### config.mk
export PLATFORM = sky130hd
export DESIGN_NAME = bit_slicer
export DESIGN_NICKNAME = d
export VERILOG_FILES = /design/src/rtl/mawg_pkg.sv /design/src/rtl/sync_fifo.sv /design/src/rtl/bit_slicer.sv
export SDC_FILE = /design/constraint.sdc
export NUM_CORES = 1
export LEC_CHECK = 0
export BUFFER_PORTS_ARGS = -buffer_cell sky130_fd_sc_hd__buf_2
export CAP_MARGIN = 20
export CORE_ASPECT_RATIO = 1.75
export CORE_MARGIN = 1
export CORE_UTILIZATION = 59
export CTS_CLUSTER_DIAMETER = 40
export CTS_CLUSTER_SIZE = 40
export DETAILED_ROUTE_END_ITERATION = 10
export PLACE_DENSITY_LB_ADDON = 0.05
export SETUP_SLACK_MARGIN = 0.2
export SLEW_MARGIN = 20
export SYNTH_ARGS = -nofsm -noshare
export SYNTH_HDL_FRONTEND = slang
export SYNTH_HIERARCHICAL = 1
export SYNTH_SLANG_ARGS = --single-unit
### constraint.sdc
create_clock -name clk -period 7.5 [get_ports clk]
set_input_delay 0.375 -clock clk [delete_from_list [all_inputs] [get_ports clk]]
set_output_delay 0.375 -clock clk [all_outputs]
set_load 0.01 [all_outputs]
### src/rtl/mawg_pkg.sv
// Shared MAWG demodulator types, constants and the hysteresis slicer helper.
package mawg_pkg;

    typedef enum logic {
        HUNT  = 1'b0,
        TRACK = 1'b1
    } slicer_state_t;

    localparam int BYTE_W = 8;

    // Widened to 17 bits so that -hyst and the sign-extended sample never overflow.
    function automatic logic slice_level(input logic signed [15:0] sample,
                                         input logic [15:0]        hyst,
                                         input logic               cur);
        logic signed [16:0] s;
        logic signed [16:0] h;
        s = {sample[15], sample};
        h = {1'b0, hyst};
        if (s > h)
            return 1'b1;
        else if (s < -h)
            return 1'b0;
        else
            return cur;
    endfunction

endpackage

### src/rtl/sync_fifo.sv
// Synchronous first-word-fall-through FIFO; a pop frees a slot for a same-cycle push.
module sync_fifo #(
    parameter int WIDTH = 8,
    parameter int DEPTH = 4
) (
    input  logic             clk,
    input  logic             rst_n,
    input  logic             push,
    input  logic [WIDTH-1:0] din,
    input  logic             pop,
    output logic [WIDTH-1:0] dout,
    output logic             full,
    output logic             empty
);
    localparam int AW = $clog2(DEPTH);

    logic [WIDTH-1:0] mem [DEPTH];
    logic [AW:0]      wr_ptr, rd_ptr;
    logic             do_push, do_pop;

    assign empty   = (wr_ptr == rd_ptr);
    assign full    = (wr_ptr[AW] != rd_ptr[AW]) && (wr_ptr[AW-1:0] == rd_ptr[AW-1:0]);
    assign do_pop  = pop && !empty;
    assign do_push = push && (!full || do_pop);
    assign dout    = empty ? '0 : mem[rd_ptr[AW-1:0]];

    always_ff @(posedge clk or negedge rst_n) begin
        if (!rst_n) begin
            wr_ptr <= '0;
            rd_ptr <= '0;
        end else begin
            if (do_push) wr_ptr <= wr_ptr + 1'b1;
            if (do_pop)  rd_ptr <= rd_ptr + 1'b1;
        end
    end

    always_ff @(posedge clk) begin
        if (do_push) mem[wr_ptr[AW-1:0]] <= din;
    end

endmodule

### src/rtl/bit_slicer.sv
// Hysteresis slicer, transition-driven bit timing recovery and MSB-first byte packer.
// Build option: define BIT_SLICER_NRZI_EN to emit NRZI-decoded bits instead of raw level.
module bit_slicer
    import mawg_pkg::*;
#(
    parameter int SAMPLES_PER_BIT = 16,
    parameter int HYST            = 256,
    parameter int LOSS_BITS       = 32,
    parameter int FIFO_DEPTH      = 4
) (
    input  logic               clk,
    input  logic               rst_n,
    input  logic [31:0]        phase,
    input  logic [4:0]         sample_rate,
    input  logic signed [15:0] filtered,
    output logic [BYTE_W-1:0]  out_data,
    output logic               out_valid,
    input  logic               out_ready,
    output logic               locked,
    output logic               overflow
);
    localparam int CW = $clog2(SAMPLES_PER_BIT);
    localparam int LW = $clog2(LOSS_BITS + 1);
    localparam logic [CW-1:0] MID      = CW'(SAMPLES_PER_BIT / 2);
    localparam logic [LW-1:0] LOSS_MAX = LW'(LOSS_BITS);

    slicer_state_t     state;
    logic              prev_phase, level;
    logic [CW-1:0]     cnt, cnt_nxt;
    logic [LW-1:0]     loss;
    logic [2:0]        bitcnt;
    logic [BYTE_W-2:0] shreg;
    logic              strobe, new_level, transition, sample_pt, bit_val;
    logic              loss_hit, push, full, empty;

    assign strobe     = phase[sample_rate] ^ prev_phase;
    assign new_level  = slice_level(filtered, 16'(HYST), level);
    assign transition = strobe && (new_level != level);
    assign cnt_nxt    = transition ? '0 : cnt + 1'b1;
    assign sample_pt  = strobe && (cnt_nxt == MID);
    // The loss sample point drops lock instead of emitting a bit.
    assign loss_hit   = (state == TRACK) && sample_pt && (loss + 1'b1 == LOSS_MAX);
    assign push       = (state == TRACK) && sample_pt && !loss_hit && (bitcnt == 3'd7);

`ifdef BIT_SLICER_NRZI_EN
    logic nrzi_ref;
    assign bit_val = (new_level == nrzi_ref);
    always_ff @(posedge clk or negedge rst_n) begin
        if (!rst_n)
            nrzi_ref <= 1'b0;
        else if (state == HUNT && transition)
            nrzi_ref <= level;
        else if (state == TRACK && sample_pt)
            nrzi_ref <= new_level;
    end
`else
    assign bit_val = new_level;
`endif

    always_ff @(posedge clk or negedge rst_n) begin
        if (!rst_n) begin
            prev_phase <= 1'b0;
            level      <= 1'b0;
            cnt        <= '0;
            loss       <= '0;
            bitcnt     <= '0;
            shreg      <= '0;
            state      <= HUNT;
            locked     <= 1'b0;
            overflow   <= 1'b0;
        end else begin
            prev_phase <= phase[sample_rate];
            if (strobe) begin
                level <= new_level;
                cnt   <= cnt_nxt;
            end
            if (push && full && !out_ready) overflow <= 1'b1;
            case (state)
                HUNT: if (transition) begin
                    state  <= TRACK;
                    locked <= 1'b1;
                    shreg  <= '0;
                    bitcnt <= '0;
                    loss   <= '0;
                end
                TRACK: if (transition) begin
                    loss <= '0;
                end else if (sample_pt) begin
                    if (loss_hit) begin
                        state  <= HUNT;
                        locked <= 1'b0;
                        shreg  <= '0;
                        bitcnt <= '0;
                        loss   <= '0;
                    end else begin
                        loss   <= loss + 1'b1;
                        shreg  <= {shreg[BYTE_W-3:0], bit_val};
                        bitcnt <= bitcnt + 1'b1;
                    end
                end
                default: state <= HUNT;
            endcase
        end
    end

    sync_fifo #(
        .WIDTH(BYTE_W),
        .DEPTH(FIFO_DEPTH)
    ) u_fifo (
        .clk   (clk),
        .rst_n (rst_n),
        .push  (push),
        .din   ({shreg, bit_val}),
        .pop   (out_ready),
        .dout  (out_data),
        .full  (full),
        .empty (empty)
    );

    assign out_valid = !empty;

endmodule

### Word level (Yosys, flattened, before mapping)

Memories as Yosys holds them, arrays and structs flattened.
Index checks and enable logic that the tools add are counted.

* add/sub/neg operators: 5
* div/mod/pow operators: 0
* shift-type cells: 0
* multipliers: 0
* muxes and demuxes: 33
* bitwise gates (word level): 2
* reduce and logical (&&, ||, !) cells: 19
* equal/unequal tests: 12
* $lt $le $gt $ge: 3

Operators by type and width (number)
* 7-bit two-way mux: 4
* 6-bit two-way mux: 4
* 16-bit by 10-bit greater-than comparator with 1-bit output, second input constant: 1
* 16-bit by 9-bit < comparator with 1-bit output, second input constant: 1
* 7-bit case mux with 2 select lines: 1
* 1-bit two-way mux: 13
* 3-bit two-way mux: 4
* 6-bit case mux with 2 select lines: 1
* 1-bit logical AND: 11
* 3-bit by 1-bit adder with 3-bit output, second input constant: 3
* 8-bit two-way mux: 1
* 6-bit by 1-bit adder with 6-bit output, second input constant: 1
* 6-bit equality test, second input constant: 1
* 5-bit by 6-bit < comparator with 1-bit output, second input constant: 1
* 3-bit case mux with 2 select lines: 1
* 1-bit binary-select mux with 5-bit select: 1
* 4-bit by 1-bit adder with 4-bit output, second input constant: 1
* 4-bit equality test, second input constant: 1
* 1-bit zero test: 4
* 4-bit two-way mux: 1
* 2-bit by 1-bit != test with 1-bit output, second input constant: 2
* 2-bit != test, second input constant: 2
* 1-bit case mux with 2 select lines: 2
* 4-bit AND reduction: 1
* other kinds (10): 11

* memory bits (writable): 32
* memories: 1
* output and inout bits: 11
* input bits: 56
* latch bits: 0
* word-level logic and storage cells: 86
* ROM bits: 0
* register bits after elaboration: 31

Memories
* u_fifo.mem: words 4, width 8, read ports 1, clocked after Yosys merged registers in 0, wr ports 1, RTL line sync_fifo.sv:17 `logic [WIDTH-1:0] mem [DEPTH];`

### Logic depth before layout (Yosys ltp)

* depth in word-level cells: 16
* depth in mapped cells: 11
* gate-level depth less buffers: 10

### By module

The synthesis kept the hierarchy.

Modules (own cells, without submodules)
* bit_slicer: cells an instance 165, area each 1719.1 um^2, instances 1, sequential area each 625.6 um^2
* sync_fifo: cells an instance 85, area each 1657.8 um^2, instances 1, sequential area each 1111.1 um^2

### Worst setup path before layout

No wires, ideal clock.

* path type: input to register
* start: input port sample_rate[0]
* end: memory u_fifo.mem[3][0] (enable)
* setup time: 0.324 ns
* stages: 11
* data arrival time: 2.824 ns
* path buffers: 2
* data required time: 7.176 ns
* setup slack: 4.352 ns
* path through: buf_6 mux4_2 o2111ai_1 nand3_2 o31ai_4 and4_4 buf_6 and2_1 and2_1 o41ai_2 inv_1

* cells in the longest elaborated chain, start to end: 15

RTL lines
* start: declaration: RTL line bit_slicer.sv:14 `input logic [4:0] sample_rate,`
* 1-bit binary-select mux with 5-bit select *: RTL line bit_slicer.sv:36 `assign strobe = phase[sample_rate] ^ prev_phase;`
* 1-bit two-way mux (implied by the code) *: RTL line bit_slicer.sv:36
* 1-bit XOR *: RTL line bit_slicer.sv:36
* 1-bit logical AND: RTL line bit_slicer.sv:38 `assign transition = strobe && (new_level != level);`
* 4-bit two-way mux: RTL line bit_slicer.sv:39 `assign cnt_nxt = transition ? '0 : cnt + 1'b1;`
* 4-bit equality test: RTL line bit_slicer.sv:40 `assign sample_pt = strobe && (cnt_nxt == MID);`
* 1-bit logical AND *: RTL line bit_slicer.sv:40
* 1-bit logical AND *: RTL line bit_slicer.sv:42, bit_slicer.sv:43
* 1-bit logical AND: RTL line bit_slicer.sv:42 `assign loss_hit = (state == TRACK) && sample_pt && (loss + 1'b1 == LOSS_MAX);`
* 1-bit zero test: RTL line bit_slicer.sv:43 `assign push = (state == TRACK) && sample_pt && !loss_hit && (bitcnt == 3'd7);`
* 1-bit logical AND * (2 in a row): RTL line bit_slicer.sv:43
* named net push: RTL line bit_slicer.sv:34 `logic loss_hit, push, full, empty;`
* 1-bit logical AND *: RTL line sync_fifo.sv:24 `assign do_push = push && (!full || do_pop);`
* 1-bit two-way mux *: RTL line sync_fifo.sv:38 `if (do_push) mem[wr_ptr[AW-1:0]] <= din;`
* 1-bit two-way mux (implied by the code) *: RTL line sync_fifo.sv:38
* end: declaration: RTL line sync_fifo.sv:17

Mark *: on every way through the listed nets, which the timed path passes. The rest lies on a longest branch. The select of a mux whose other input is x is not followed.

### Worst setup path after layout

* start: input port sample_rate[0]
* end: memory u_fifo.mem[3][2] (enable)

The elaborated chain is that of the path after synthesis.

==> qor.csv <==
metric,value,unit
outcome,"finished, final reports clean",
unrepaired setup endpoints after global routing,false,
power after layout,0.7841,mW
clock latency reported for the late side of the worst-skew pair,0.32,ns
net switching power of the design,0.2058,mW
Yosys reg bits,63,
overall overflow remaining after global route,0,
ant diodes,0,
area used by multi-input combinational logic,1543,um2
Combinational Power Share,13.9,%
area taken by flip-flops and latches,1737,um2
WL met3,142,um
I/O Buffers,66,
Top Layer Used,met4,
RePlAce Congestion,0.8288,
horizontal die dimension,59.19,um
clock root buffer,clkbuf_8,
max-slew violation count,0,
type of destination of the critical path,flip-flop,
"Warnings, synthesis",6,
synthesized net count,315,
Yosys top cell by area,edfxtp_1,
post-DR vias/cell,5.908,
Row Count,36,
Worst EP required,7.50,ns
"Primary FF master, synth",edfxtp_1,
Mean Syn Cell Area,13.51,um2
Inserted Clock Buffers,9,
cell types with the largest area share after synthesis,"edfxtp_1 28%, dfrtp_1 23%, mux4_2 9.3%",
synthesis-to-finish area growth,17.01,%
area share of the leading cell type in the synthesized netlist,28.45,%
most common library cells after synthesis,"32 x edfxtp_1, 31 x dfrtp_1, 14 x mux4_2",
overall fraction of global-route tracks in use,23.58,%
clock tree from TritonCTS,yes,
library cells used by synthesis,58,
routed via count,2375,
cts-stage hold buffer count,0,
internal power contribution,0.5783,mW
post-route minimum period,3.241,ns
Die H,102.1,um
placed wire-length estimate after detailed placement,4865,um
CTS resizes,0,
setup tns final,0,ns
initial standard-cell utilization of the core,60.95,%
post-route met1 wirelength,2453,um
DR iter-0 viols,72,
final net count,386,
share of power burned in the clock network,36.7,%
Rel. slew slack,44.24,%
Core Area,5540,um2
Max H-tree Level,3,
number of design rule violations left after detail routing,0,
Post-Syn Instances,250,
hold violation total from the final report,0,
number of optimization iterations in the first detailed-route pass,4,
Switching Share,26.25,%
routed length per placed instance,15.95,um
final period utilization,43.21,%
areal power density over the cells,198.4,nW/um2
count of nets left with antenna violations after detail routing,0,
number of enable-type register cells in the synthesized netlist,32,
count of pins on the block boundary,67,
clock slew at the register clock pins of the worst setup and hold paths,0.07,ns
maximum vdd drop,0.0001122,V
FILL cells,422,
slew of the pin with the lowest slew margin,0.8294,ns
maxcap violations,0,
final setup fails,0,
Worst EP arrival,3.24,ns
static leakage,1.737,nW
combined area of all synthesized cells,3377,um2
worst clock skew,0.001887,ns
critical path peak fanout,14,
startpoint types,primary input,
number of global-route vias before repair,2358,
pin count of the biggest net entering global routing,32,
routed wl met2,3746,um
fmax,308.5,MHz
share of synthesized registers carrying an async set or reset,49.21,%
sequential cell fraction of total power,49.4,%
Die Footprint,6042,um2
antenna violations before repair,0,
dominant cell by count in the synthesized netlist,edfxtp_1,
number of sinks handled by clock tree synthesis,63,
total length of routed wires,6410,um
post-CTS setup buffer count,0,
Crit Path Category,in2reg,
fraction of layout cells with a size suffix above 1,34.36,%
clk buf depth,2,
fraction of the yosys area taken by sequential cells,51.43,%
path class of the lowest-slack min-delay path,in2async,
wire length of the first global-routing pass,10430,um
-- final cells by class --
type	count	area share [%]
Clock buffer	10	3.483
Clock inverter	6	1.520
Inverter	13	1.235
Multi-Input combinational cell	168	39.04
Sequential cell	63	43.95
Tap cell	76	2.407
Timing Repair Buffer	66	8.360
-- state kept, by name (all words and copies together) (netlist names) --
register,cells
bitcnt,3
level,1
u_fifo/mem,32
cnt,4
u_fifo/wr_ptr,3
prev_phase,1
loss,6
overflow,1
u_fifo/rd_ptr,3
shreg,7
locked,1
state,1
-- cells in the final DEF (no fill, tap or decap), types with 3 or more instances in the layout --
cell | netlist | routed
buf_2 | 0 | 66
edfxtp_1 | 32 | 32
dfrtp_1 | 31 | 31
mux4_2 | 14 | 14
inv_1 | 13 | 13
nand2_1 | 11 | 11
a22o_1 | 10 | 10
clkbuf_8 | 0 | 10
nor2b_1 | 9 | 9
ha_1 | 9 | 9
nand3_1 | 8 | 8
and3_1 | 7 | 7
nor2_1 | 7 | 7
nor3_1 | 6 | 6
mux2i_1 | 5 | 5
a21oi_1 | 5 | 5
o31ai_1 | 5 | 5
xnor2_1 | 5 | 5
o21ai_0 | 4 | 4
mux2_1 | 4 | 4
o2111ai_1 | 3 | 3
nor4_1 | 3 | 3
or3_1 | 3 | 3
a31oi_1 | 3 | 3
and2_1 | 3 | 3
o22ai_1 | 3 | 3
clkinv_2 | 0 | 3
-- cell families (layout without fill, tap and decap cells) --
| logic type | after synthesis | in the layout | synth area share [%] |
|---|---|---|---|
| flip-flops | 63 | 63 | 51.43 |
| XOR/XNOR | 9 | 9 | 3.113 |
| buffers and inverters | 19 | 95 | 2.890 |
| multiplexers | 25 | 25 | 12.82 |
| AO/OA/AOI/OAI | 54 | 54 | 13.93 |
| adder cells (fa/ha/maj) | 9 | 9 | 3.335 |
| AND/OR/NAND/NOR | 71 | 71 | 12.49 |
-- worst paths after layout --
check	slack (ns)	end	from	depth (start not counted)
min in group clk	0.38	u_fifo/rd_ptr[0]	out_ready	3
max reg2reg	4.54	u_fifo/mem[3][2]	cnt[0]	10
min	0.10	shreg[0]	rst_n	1
max	4.26	u_fifo/mem[3][2]	sample_rate[0]	10
max in group asynchronous	6.92	bitcnt[0]	rst_n	1
min reg2reg	0.49	overflow	overflow	1
-- power by group through the flow --
stage          clock network [mW]  logic, mW  registers, mW
6_report                    0.288      0.109          0.387
5_1_grt                     0.309      0.123          0.389
4_1_cts                     0.294      0.109          0.387
3_5_place_dp                    0      0.109          0.394
3_3_place_gp                    0      0.105          0.394
2_1_floorplan                   0     0.0741          0.390
-- routing by layer --
layer	GRT usage, %	vias to the layer above
met5	0	-
li1	-	1135
met4	9.890	0
met3	4.937	4
met2	42.78	54
met1	25.85	1182
-- critical path, stage by stage --
cell and delay (ns):
buf_2 0.27, mux4_2 0.56, o2111ai_1 0.27, nand3_2 0.19, o31ai_4 0.44, and4_4 0.39
and2_1 0.24, and2_1 0.16, o41ai_2 0.08, inv_1 0.26
-- metrics by stage --
| step | util (%) | instance area [um2] | hold slack (ns) | std cells | worst slack (ns) |
|---|---|---|---|---|---|
| finish | 71.32 | 3951 | 0.1022 | 402 | 4.259 |
| global route | 71.32 | 3951 | 0.1390 | 402 | 4.058 |
| CTS | 71.32 | 3951 | 0.1110 | 402 | 4.281 |
| detailed placement | 67.75 | 3754 | 0.4770 | 386 | 3.944 |
| global placement | 67.75 | 3754 | 0.4675 | 386 | 4.039 |
| floorplan | - | 3377 | 0.07941 | 250 | 4.352 |
No activity file was read; power rests on OpenSTA's default activity.
